<file path="config.mk">
export PLATFORM = sky130hd
export DESIGN_NAME = seg7_scan_reader
export DESIGN_NICKNAME = d
export VERILOG_FILES = /design/src/rtl/seg7_pkg.sv /design/src/rtl/seg7_pattern_decode.sv /design/src/rtl/seg7_scan_reader.sv
export SDC_FILE = /design/constraint.sdc
export NUM_CORES = 1
export LEC_CHECK = 0
export BUFFER_PORTS_ARGS = -buffer_cell sky130_fd_sc_hd__clkbuf_2
export CORE_AREA = 8 8 109 111
export DETAILED_ROUTE_END_ITERATION = 10
export DIE_AREA = 0 0 117 119
export PLACE_DENSITY = 0.62
export SLEW_MARGIN = 10
export SYNTH_ARGS = -nofsm -noshare
export SYNTH_HDL_FRONTEND = slang
export SYNTH_SLANG_ARGS = --single-unit
</file>
<file path="constraint.sdc">
create_clock -name clk -period 6.59 [get_ports clk]
set_input_delay 0.3295 -clock clk [delete_from_list [all_inputs] [get_ports clk]]
set_output_delay 0.3295 -clock clk [all_outputs]
set_load 0.02 [all_outputs]
</file>
<file path="src/rtl/seg7_pkg.sv">
// Shared constants and types for the 7-segment scan reader.
// Segment patterns are active-low, bit0 = a ... bit6 = g.
package seg7_pkg;

    localparam logic [6:0] SEG_BLANK = 7'h7F;

    localparam logic [6:0] SEG_HEX [16] = '{
        7'h40, 7'h79, 7'h24, 7'h30,
        7'h19, 7'h12, 7'h02, 7'h78,
        7'h00, 7'h10, 7'h08, 7'h03,
        7'h46, 7'h21, 7'h06, 7'h0E
    };

    typedef enum logic [1:0] {S_IDLE, S_TRACK, S_HOLD} seg7_rd_state_t;

endpackage

</file>
<file path="src/rtl/seg7_pattern_decode.sv">
// Combinational inverse of the hex-to-7-segment encoder.
// hit = pattern is one of the 16 hex glyphs; blank = all segments off.
module seg7_pattern_decode
    import seg7_pkg::*;
(
    input  logic [6:0] seg_n,
    output logic       hit,
    output logic       blank,
    output logic [3:0] nibble
);

    // Table lookup; glyphs are unique so at most one entry matches.
    always_comb begin
        hit    = 1'b0;
        blank  = (seg_n == SEG_BLANK);
        nibble = 4'h0;
        for (int i = 0; i < 16; i++) begin
            if (seg_n == SEG_HEX[i]) begin
                hit    = 1'b1;
                nibble = 4'(i);
            end
        end
    end

endmodule

</file>
<file path="src/rtl/seg7_scan_reader.sv">
// Reads a multiplexed active-low 7-segment bus back into hex nibbles and
// hands complete frames out over a valid/ready handshake.
// Optional feature: define SEG7_ERR_COUNT_EN for a saturating pattern error counter.
module seg7_scan_reader
    import seg7_pkg::*;
#(
    parameter int unsigned NUM_DIGITS    = 4,
    parameter int unsigned STABLE_CYCLES = 8
) (
    input  logic                    clk,
    input  logic                    rst_n,
    input  logic [6:0]              seg_n,
    input  logic [NUM_DIGITS-1:0]   an_n,
    output logic [4*NUM_DIGITS-1:0] frame_data,
    output logic [NUM_DIGITS-1:0]   frame_blank,
    output logic                    frame_valid,
    input  logic                    frame_ready,
    output logic                    pattern_err,
    output logic                    frame_ovr,
    output logic [7:0]              err_count
);

    localparam int unsigned CNT_W = $clog2(STABLE_CYCLES + 1);
    localparam int unsigned IDX_W = (NUM_DIGITS > 1) ? $clog2(NUM_DIGITS) : 1;

    logic [6:0]              seg_s1, seg_s2;
    logic [NUM_DIGITS-1:0]   an_s1, an_s2;
    logic [NUM_DIGITS-1:0]   an_act;
    logic                    sample_valid;
    logic [IDX_W-1:0]        sample_idx;

    seg7_rd_state_t          state_q, state_d;
    logic [CNT_W-1:0]        cnt_q, cnt_d;
    logic [IDX_W-1:0]        idx_q, idx_d;
    logic [6:0]              pat_q, pat_d;
    logic                    same, commit;

    logic                    dec_hit, dec_blank;
    logic [3:0]              dec_nibble;

    logic [4*NUM_DIGITS-1:0] slot_q, slot_d;
    logic [NUM_DIGITS-1:0]   sblank_q, sblank_d;
    logic [NUM_DIGITS-1:0]   captured_q, captured_d, cap_next;
    logic                    frame_done, err_d;

    logic [4*NUM_DIGITS-1:0] fdata_q, fdata_d;
    logic [NUM_DIGITS-1:0]   fblank_q, fblank_d;
    logic                    fvalid_q, fvalid_d;
    logic                    ovr_q, ovr_d;
    logic                    err_q;

    // Two-flop synchronisers; idle to all-ones (nothing lit, no digit selected).
    always_ff @(posedge clk) begin
        if (!rst_n) begin
            seg_s1 <= '1;
            seg_s2 <= '1;
            an_s1  <= '1;
            an_s2  <= '1;
        end else begin
            seg_s1 <= seg_n;
            seg_s2 <= seg_s1;
            an_s1  <= an_n;
            an_s2  <= an_s1;
        end
    end

    // Valid sample: exactly one anode low; its position is the digit index.
    always_comb begin
        an_act       = ~an_s2;
        sample_valid = $onehot(an_act);
        sample_idx   = '0;
        for (int i = 0; i < NUM_DIGITS; i++) begin
            if (an_act[i]) sample_idx = IDX_W'(i);
        end
    end

    seg7_pattern_decode u_decode (
        .seg_n  (seg_s2),
        .hit    (dec_hit),
        .blank  (dec_blank),
        .nibble (dec_nibble)
    );

    // Dwell tracker state register.
    always_ff @(posedge clk) begin
        if (!rst_n) begin
            state_q <= S_IDLE;
            cnt_q   <= '0;
            idx_q   <= '0;
            pat_q   <= '1;
        end else begin
            state_q <= state_d;
            cnt_q   <= cnt_d;
            idx_q   <= idx_d;
            pat_q   <= pat_d;
        end
    end

    // Dwell tracker next state; commit fires on the STABLE_CYCLES-th identical sample.
    always_comb begin
        state_d = state_q;
        cnt_d   = cnt_q;
        idx_d   = idx_q;
        pat_d   = pat_q;
        commit  = 1'b0;
        same    = sample_valid && (sample_idx == idx_q) && (seg_s2 == pat_q);
        unique case (state_q)
            S_IDLE: begin
                if (sample_valid) begin
                    state_d = S_TRACK;
                    cnt_d   = CNT_W'(1);
                    idx_d   = sample_idx;
                    pat_d   = seg_s2;
                end
            end
            S_TRACK, S_HOLD: begin
                if (!sample_valid) begin
                    state_d = S_IDLE;
                    cnt_d   = '0;
                end else if (!same) begin
                    state_d = S_TRACK;
                    cnt_d   = CNT_W'(1);
                    idx_d   = sample_idx;
                    pat_d   = seg_s2;
                end else if (state_q == S_TRACK) begin
                    if (cnt_q == CNT_W'(STABLE_CYCLES - 1)) begin
                        cnt_d   = CNT_W'(STABLE_CYCLES);
                        commit  = 1'b1;
                        state_d = S_HOLD;
                    end else begin
                        cnt_d = cnt_q + CNT_W'(1);
                    end
                end
            end
            default: state_d = S_IDLE;
        endcase
    end

    // Slot capture and frame hand-off; a frame completing on the commit cycle counts.
    always_comb begin
        slot_d   = slot_q;
        sblank_d = sblank_q;
        cap_next = captured_q;
        err_d    = 1'b0;
        fdata_d  = fdata_q;
        fblank_d = fblank_q;
        fvalid_d = fvalid_q;
        ovr_d    = 1'b0;
        if (commit) begin
            if (dec_hit || dec_blank) begin
                slot_d[4*idx_q +: 4] = dec_hit ? dec_nibble : 4'h0;
                sblank_d[idx_q]      = dec_blank;
                cap_next[idx_q]      = 1'b1;
            end else begin
                err_d = 1'b1;
            end
        end
        frame_done = &cap_next;
        captured_d = frame_done ? '0 : cap_next;
        if (frame_done) begin
            if (!fvalid_q || frame_ready) begin
                fdata_d  = slot_d;
                fblank_d = sblank_d;
                fvalid_d = 1'b1;
            end else begin
                ovr_d = 1'b1;
            end
        end else if (fvalid_q && frame_ready) begin
            fvalid_d = 1'b0;
        end
    end

    // Slot, mask and output registers.
    always_ff @(posedge clk) begin
        if (!rst_n) begin
            slot_q     <= '0;
            sblank_q   <= '0;
            captured_q <= '0;
            fdata_q    <= '0;
            fblank_q   <= '0;
            fvalid_q   <= 1'b0;
            ovr_q      <= 1'b0;
            err_q      <= 1'b0;
        end else begin
            slot_q     <= slot_d;
            sblank_q   <= sblank_d;
            captured_q <= captured_d;
            fdata_q    <= fdata_d;
            fblank_q   <= fblank_d;
            fvalid_q   <= fvalid_d;
            ovr_q      <= ovr_d;
            err_q      <= err_d;
        end
    end

`ifdef SEG7_ERR_COUNT_EN
    logic [7:0] err_cnt_q;

    // Saturating count of rejected patterns, cleared only by reset.
    always_ff @(posedge clk) begin
        if (!rst_n) begin
            err_cnt_q <= '0;
        end else if (err_d && (err_cnt_q != 8'hFF)) begin
            err_cnt_q <= err_cnt_q + 8'd1;
        end
    end

    assign err_count = err_cnt_q;
`else
    assign err_count = 8'h00;
`endif

    assign frame_data  = fdata_q;
    assign frame_blank = fblank_q;
    assign frame_valid = fvalid_q;
    assign frame_ovr   = ovr_q;
    assign pattern_err = err_q;

endmodule

</file>
# [Yosys cells after proc, flatten, opt, wreduce, memory -nomap -nowiden]
# Cells that the tools add are included.
[classes] reduce_logical=21 bitwise_logic=3 add_sub_neg=5 n_shift=2 eq_ne=28 magnitude_cmp=2 n_mux=75
[op_table] cell="$mux 4" n=18
[op_table] cell="$eq 7x7->1 const B" n=5
[op_table] cell="$neg 4->34" n=1
[op_table] cell="$shift 4x34->16 const A" n=1
[op_table] cell="$shiftx 4x34->16" n=1
[op_table] cell="$mux 16" n=2
[op_table] cell="$mux 1" n=29
[op_table] cell="$mux 2" n=12
[op_table] cell="$eq 7x5->1 const B" n=3
[op_table] cell="$eq 7x6->1 const B" n=3
[op_table] cell="$mux 7" n=3
[op_table] cell="$bwmux 16" n=1
[op_table] cell="$eq 7x2->1 const B" n=2
[op_table] cell="$eq 7x4->1 const B" n=2
[op_table] cell="$pmux 7 s2" n=1
[op_table] cell="$mux 3" n=4
[op_table] cell="$reduce_and 5->1" n=2
[op_table] cell="$ne 4x4->1 const B" n=2
[op_table] cell="$pmux 2 s2" n=2
[op_table] cell="$pmux 4 s2" n=1
[op_table] cell="$reduce_and 4->1" n=2
[op_table] cell="$eq 7x3->1 const B" n=1
[op_table] cell="$eq 7x7->1" n=1
[op_table] cell="$logic_not 7->1" n=1
[op_table] cell="other kinds (25)" n=36
[totals] ff_bits=84 output_inout_bits=31 wordCells=152 in_bits=14

# [Logic depth before layout (Yosys ltp)]
[logic_depth] ltp_word=23 ltp_mapped=14 mapped_depth_nobuf=12

# [Cells and area by module]
# A second synthesis with hierarchy kept.
[hier_totals] cells_unflattened=445 area_unflattened_um2=4055.1
[modules_own_cells] module="seg7_scan_reader" instances=1 seq_area_each_um2=1681.6 cells_per_inst=391 area_per_inst_um2=3684.8
[modules_own_cells] module="seg7_pattern_decode" instances=1 seq_area_each_um2=0.0 cells_per_inst=54 area_per_inst_um2=370.4

# [Worst setup path after synthesis]
# Ideal clock, no wire load.
[synth_path] path_type="reg2reg" start="reg an_s2[0]" end="reg fblank_q[1], in the netlist frame_blank[1]" period_less_slack_ns=3.153 required_time_ns=6.521 path_slack_ns=3.437 setup_time_ns=0.069 t_arrival_ns=3.084 stages_incl_launch_ff=13 n_path_buf=0 path_cell_list="dfxtp_1 > fa_1 > inv_1 > ha_1 > ha_1 > nor2_1 > and2_1 > o2111a_1 > nand3_1 > nor4b_4 > mux2_2 > or4_1 > o21ai_1"
[synth_between] elab_chain_len=11 word_cells_on_any_way=12 cone_classes="add/sub: 2; eq/ne: 1; mux: 5; bitwise: 1; reduce/logical: 3"
[synth_rtl] item="start: declaration" line="seg7_scan_reader.sv:27" source="logic [NUM_DIGITS-1:0] an_s1, an_s2;"
[synth_rtl] item="start signal: assignment" line="seg7_scan_reader.sv:63" source="an_s2 <= an_s1;"
[synth_rtl] item="$not 4->4 (*)" line="seg7_scan_reader.sv:69" source="an_act = ~an_s2;"
[synth_rtl] item="$add 1x1->2 (implied by the code) (*)" line="seg7_scan_reader.sv:70" source="sample_valid = $onehot(an_act);"
[synth_rtl] item="$add 2x2->3 (implied by the code) (*)" line="seg7_scan_reader.sv:70"
[synth_rtl] item="$eq 3x1->1 (*)" line="seg7_scan_reader.sv:70"
[synth_rtl] item="$logic_and 1x1->1 (2 in series)" line="seg7_scan_reader.sv:106" source="same = sample_valid && (sample_idx == idx_q) && (seg_s2 == pat_q);"
[synth_rtl] item="$mux 1" line="seg7_scan_reader.sv:120" source="end else if (!same) begin"
[synth_rtl] item="$mux 1 (*)" line="seg7_scan_reader.sv:117" source="if (!sample_valid) begin"
[synth_rtl] item="$mux 1 (*)" line="seg7_scan_reader.sv:107" source="unique case (state_q)"
[synth_rtl] item="$mux 4" line="seg7_scan_reader.sv:149" source="if (commit) begin"
[synth_rtl] item="$reduce_and 5->1 (no source line)"
[synth_rtl] item="end signal: assignment" line="seg7_scan_reader.sv:189" source="fblank_q <= fblank_d;"
[synth_rtl] item="end: declaration" line="seg7_scan_reader.sv:47" source="logic [NUM_DIGITS-1:0] fblank_q, fblank_d;"
# Mark *: on every way between the ends. The rest lies on a longest branch, timed or not.
# A chain may end at the register's enable or synchronous reset.

# [Worst setup path in the final report]
[layout_path] start="reg an_s2[3]" end="reg fdata_q[7], in the netlist frame_data[7]"
[layout_between] elab_chain_len=11 word_cells_on_any_way=14 cone_classes="add/sub: 2; eq/ne: 2; mux: 6; bitwise: 1; reduce/logical: 3"
[layout_rtl] item="$not 4->4 (*)" line="seg7_scan_reader.sv:69"
[layout_rtl] item="$add 1x1->2 (implied by the code)" line="seg7_scan_reader.sv:70"
[layout_rtl] item="$add 2x2->3 (implied by the code)" line="seg7_scan_reader.sv:70"
[layout_rtl] item="$eq 3x1->1" line="seg7_scan_reader.sv:70"
[layout_rtl] item="$logic_and 1x1->1 (2 in series)" line="seg7_scan_reader.sv:106"
[layout_rtl] item="$mux 1" line="seg7_scan_reader.sv:120"
[layout_rtl] item="$mux 1 (*)" line="seg7_scan_reader.sv:117"
[layout_rtl] item="$mux 1 (*)" line="seg7_scan_reader.sv:107"
[layout_rtl] item="$mux 4" line="seg7_scan_reader.sv:149"
[layout_rtl] item="$reduce_and 5->1 (no source line)"
[layout_rtl] item="end signal: assignment" line="seg7_scan_reader.sv:188" source="fdata_q <= fdata_d;"
[layout_rtl] item="end: declaration" line="seg7_scan_reader.sv:46" source="logic [4*NUM_DIGITS-1:0] fdata_q, fdata_d;"
# Marked as above.

==> metrics.md <==
| Metric | Value |
|---|---|
| Final core occ | 43.6% |
| Post-CTS Setup Inserts | 0 |
| I/O pins | 45 |
| Ys flop type | dfxtp_1 |
| Gr ovfl total | 0 |
| Worst-Skew Late Latency | 0.36 ns |
| DP Cell Count | 559 |
| DP HPWL | 5660 µm |
| #FFs+latches synth | 84 |
| Fin. Hold Viols | 0 |
| Unique masters post-synth | 65 |
| Synth Area in Adders | 5.24% |
| Via Count | 2,930 |
| Fillcell total | 1,014 |
| P_sw | 279 µW |
| Most common cell after layout, fill and taps aside | dfxtp_1 |
| Deepest level of the CTS H-tree | 3 |
| Tcrit/Tclk final | 58.4% |
| Largest family of logic cells by synthesized area | simple AND/OR/NAND/NOR gates |
| Vias in the first global route | 2,930 |
| RSZ-0062 raised after global routing | false |
| Min cycle time layout | 3.85 ns |
| Routed wire length | 8070 µm |
| Switching part of the total | 27.0% |
| HP Class | input port to flop |
| Max_cap viols | 0 |
| Clock Pin Slew Worst Setup and Hold Paths | 0.09 ns |
| Starting Density | 39.3% |
| Number of synthesized flops with an enable pin | 0 |
| Fraction of registers with async set/reset | 0% |
| Critical Path RT | 6.84 ns |
| Lkg Pwr | 1.82 nW |
| Routability Congestion | 0.811 |
| Finished Layout Cells | 575 |
| Met3 Routed Length | 346 µm |
| Slew margin rel. | 51.1% |
| CP Launch Type | flop |
| Mean Syn Cell Area | 9.62 µm² |
| # diodes | 0 |
| Area share of and/or/nand/nor cells after synthesis | 21.7% |
| Commonest non-fill, non-tap cells in the layout | 84 x dfxtp_1, 36 x clkbuf_2, 32 x nor2_1, 32 x nand2_1, 24 x nand2b_1 |
| CP arrival | 4.10 ns |
| Post-synthesis cell count | 412 |
| Post-Synth XOR/XNOR Area | 2.21% |
| Post-synthesis sequential area ratio | 42.4% |
| Mapped cell area | 3960 µm² |
| Met1 WL | 3880 µm |
| Initial antenna violation count | 0 |
| Iteration-0 DRC Markers | 195 |
| Slew Viols, Final | 0 |
| Max Freq | 260 MHz |
| Critical path type | flop to flop |
| Port bufs | 36 |
| Compound-cell area share of the yosys netlist | 18.1% |
| Flop pwr share | 52.0% |
| Share of cells above drive strength 1 | 18.0% |
| Wire per inst | 14.0 µm |
| Setup violators final | 0 |
| Status | completed |
| CTS sink cnt | 84 |
| Clock Path Buffers | 2 |
| Die W | 117 µm |
| Clock network power share | 36.6% |
| Placeable Area | 10,100 µm² |
| Metal2 WL | 3640 µm |
| PwrDens | 235 nW/µm² |
| CTS tree | built |
| Int Pwr | 754 µW |
| Clock skew | 0.00890 ns |
| CTS Buf Count | 9 |
| Post-synthesis mux area share | 4.55% |
| Yosys warns | 0 |
| Measured slew at the worst slew-check pin | 0.724 ns |
| Die H | 119 µm |
| Final ANT Viol Nets | 0 |
| Pwr Total | 1.03 mW |
| Nets@finish | 464 |
| FP Rows | 37 |
| Largest net degree at the start of global routing | 59 |
| Max VDD drop | 0.0924 mV |
| Die area | 13,900 µm² |
| Worst Path Max Fanout | 32 |
| Setup tns final | 0 ns |
| CTS Hold Bufs | 0 |
| DRC errors left | 0 |
| Pre-antenna DRT Iters | 6 |
| CP endpoint kind | flop |
| Post-cts sizing count | 0 |
| Synthesis-to-layout area growth | 10.9% |
| First-pass GRT wire length | 14,000 µm |
| Combinational power share | 11.3% |
| Post-DR vias/cell | 5.10 |
| DR top layer | met4 |
| GRT Util Overall | 12.4% |
| Clock root cell | clkbuf_8 |
-- worst max-delay path: stages, from the launching register on --
cell,delay [ns]
dfxtp_1,0.38
fa_1,0.50
inv_1,0.04
ha_1,0.17
ha_1,0.26
nor2_1,0.12
and2_1,0.19
o2111a_1,0.26
nand3_1,0.38
nor4b_4,0.45
o2111ai_2,0.13
buf_4,0.26
nor2_4,0.24
mux2_1,0.35
-- sequential cells by signal, indices dropped and copies added, names as in the netlist --
name	cells
frame_data	16
slot_q	16
pat_q	7
seg_s1	7
seg_s2	7
an_s1	4
an_s2	4
captured_q	4
cnt_q	4
frame_blank	4
sblank_q	4
idx_q	2
state_q	2
frame_ovr	1
frame_valid	1
pattern_err	1
-- synth_stat cells, types with 2 or more instances --
master / count / area, µm²
nand2_1: 32 / 120
nor2_1: 32 / 120
nor3_1: 3 / 15.0
inv_1: 11 / 41.3
mux2i_1: 9 / 90.1
or3_1: 2 / 12.5
o21a_1: 5 / 37.5
dfxtp_1: 84 / 1680
o41ai_1: 2 / 17.5
nand2b_1: 24 / 150
a21boi_0: 4 / 30.0
o211ai_1: 12 / 90.1
buf_2: 9 / 45.0
nor3b_1: 3 / 22.5
o41ai_2: 10 / 163
clkbuf_1: 17 / 63.8
nor4bb_1: 3 / 30.0
a311oi_1: 2 / 17.5
nor4b_1: 4 / 35.0
a21oi_1: 12 / 60.1
a22oi_1: 12 / 90.1
xnor2_1: 6 / 52.6
ha_1: 15 / 188
and3_1: 9 / 56.3
nand3_1: 7 / 35.0
and2_1: 10 / 62.6
a211oi_1: 2 / 15.0
mux2_1: 7 / 78.8
nand4_1: 4 / 25.0
buf_4: 8 / 60.1
and3b_1: 2 / 17.5
o21ai_0: 5 / 25.0
xor2_1: 4 / 35.0
a31o_2: 3 / 26.3
or4_1: 3 / 22.5
o211a_1: 2 / 20.0
nor2b_1: 5 / 31.3
-- metal layers --
metal | GRT usage, % | vias up
met1 | 15.6 | 1365
met4 | 6.73 | 0
met2 | 19.2 | 57
li1 | - | 1495
met3 | 2.88 | 13
met5 | 0 | -
-- power by group through the flow --
stage / Sequential [mW] / Clock [mW] / Combinational [mW]
5_1_grt: 0.540 / 0.413 / 0.133
6_report: 0.538 / 0.379 / 0.117
3_5_place_dp: 0.549 / 0 / 0.117
2_1_floorplan: 0.541 / 0 / 0.102
4_1_cts: 0.538 / 0.394 / 0.117
3_3_place_gp: 0.549 / 0 / 0.115
-- area by class of cell --
class | count | area [µm²] | share of cell area (%)
multi-input cells | 288 | 2090 | 47.4
flip-flops and latches | 84 | 1680 | 38.2
repair buffers | 40 | 210 | 4.78
well taps | 136 | 170 | 3.87
clock buffers | 10 | 138 | 3.13
clock inverters | 6 | 70.1 | 1.59
inverters | 11 | 41.3 | 0.939
-- worst paths after layout --
check	from	end	slack, ns	cells past startpoint
setup / recovery	an_s2[3]$_SDFF_PN1_	frame_data[7]$_SDFFE_PN0P_	2.74	13
hold / removal	seg_n[3]	seg_s1[3]$_SDFF_PN1_	0.15	2
setup reg to reg	an_s2[3]$_SDFF_PN1_	frame_data[7]$_SDFFE_PN0P_	2.74	13
hold reg to reg	seg_s1[3]$_SDFF_PN1_	seg_s2[3]$_SDFF_PN1_	0.41	1
-- kinds of logic (layout without fill, tap and decap cells) --
logic type / after synthesis / count (layout)
mux: 17 / 17
simple gates: 152 / 152
flops: 84 / 84
other cells: 1 / 8
compound gates: 85 / 85
xor+xnor: 10 / 10
buf+inv: 47 / 67
fa+ha+maj: 16 / 16
-- metrics by stage --
stage               hold slack, ns  setup slack [ns]  area (µm²)
floorplan                    0.386              3.44        3990
global placement             0.389              2.89        4190
detailed placement           0.391              2.79        4190
CTS                          0.125              2.75        4400
global route                 0.137              2.48        4400
finish                       0.148              2.74        4400
Power figures use the tool's default switching activity.
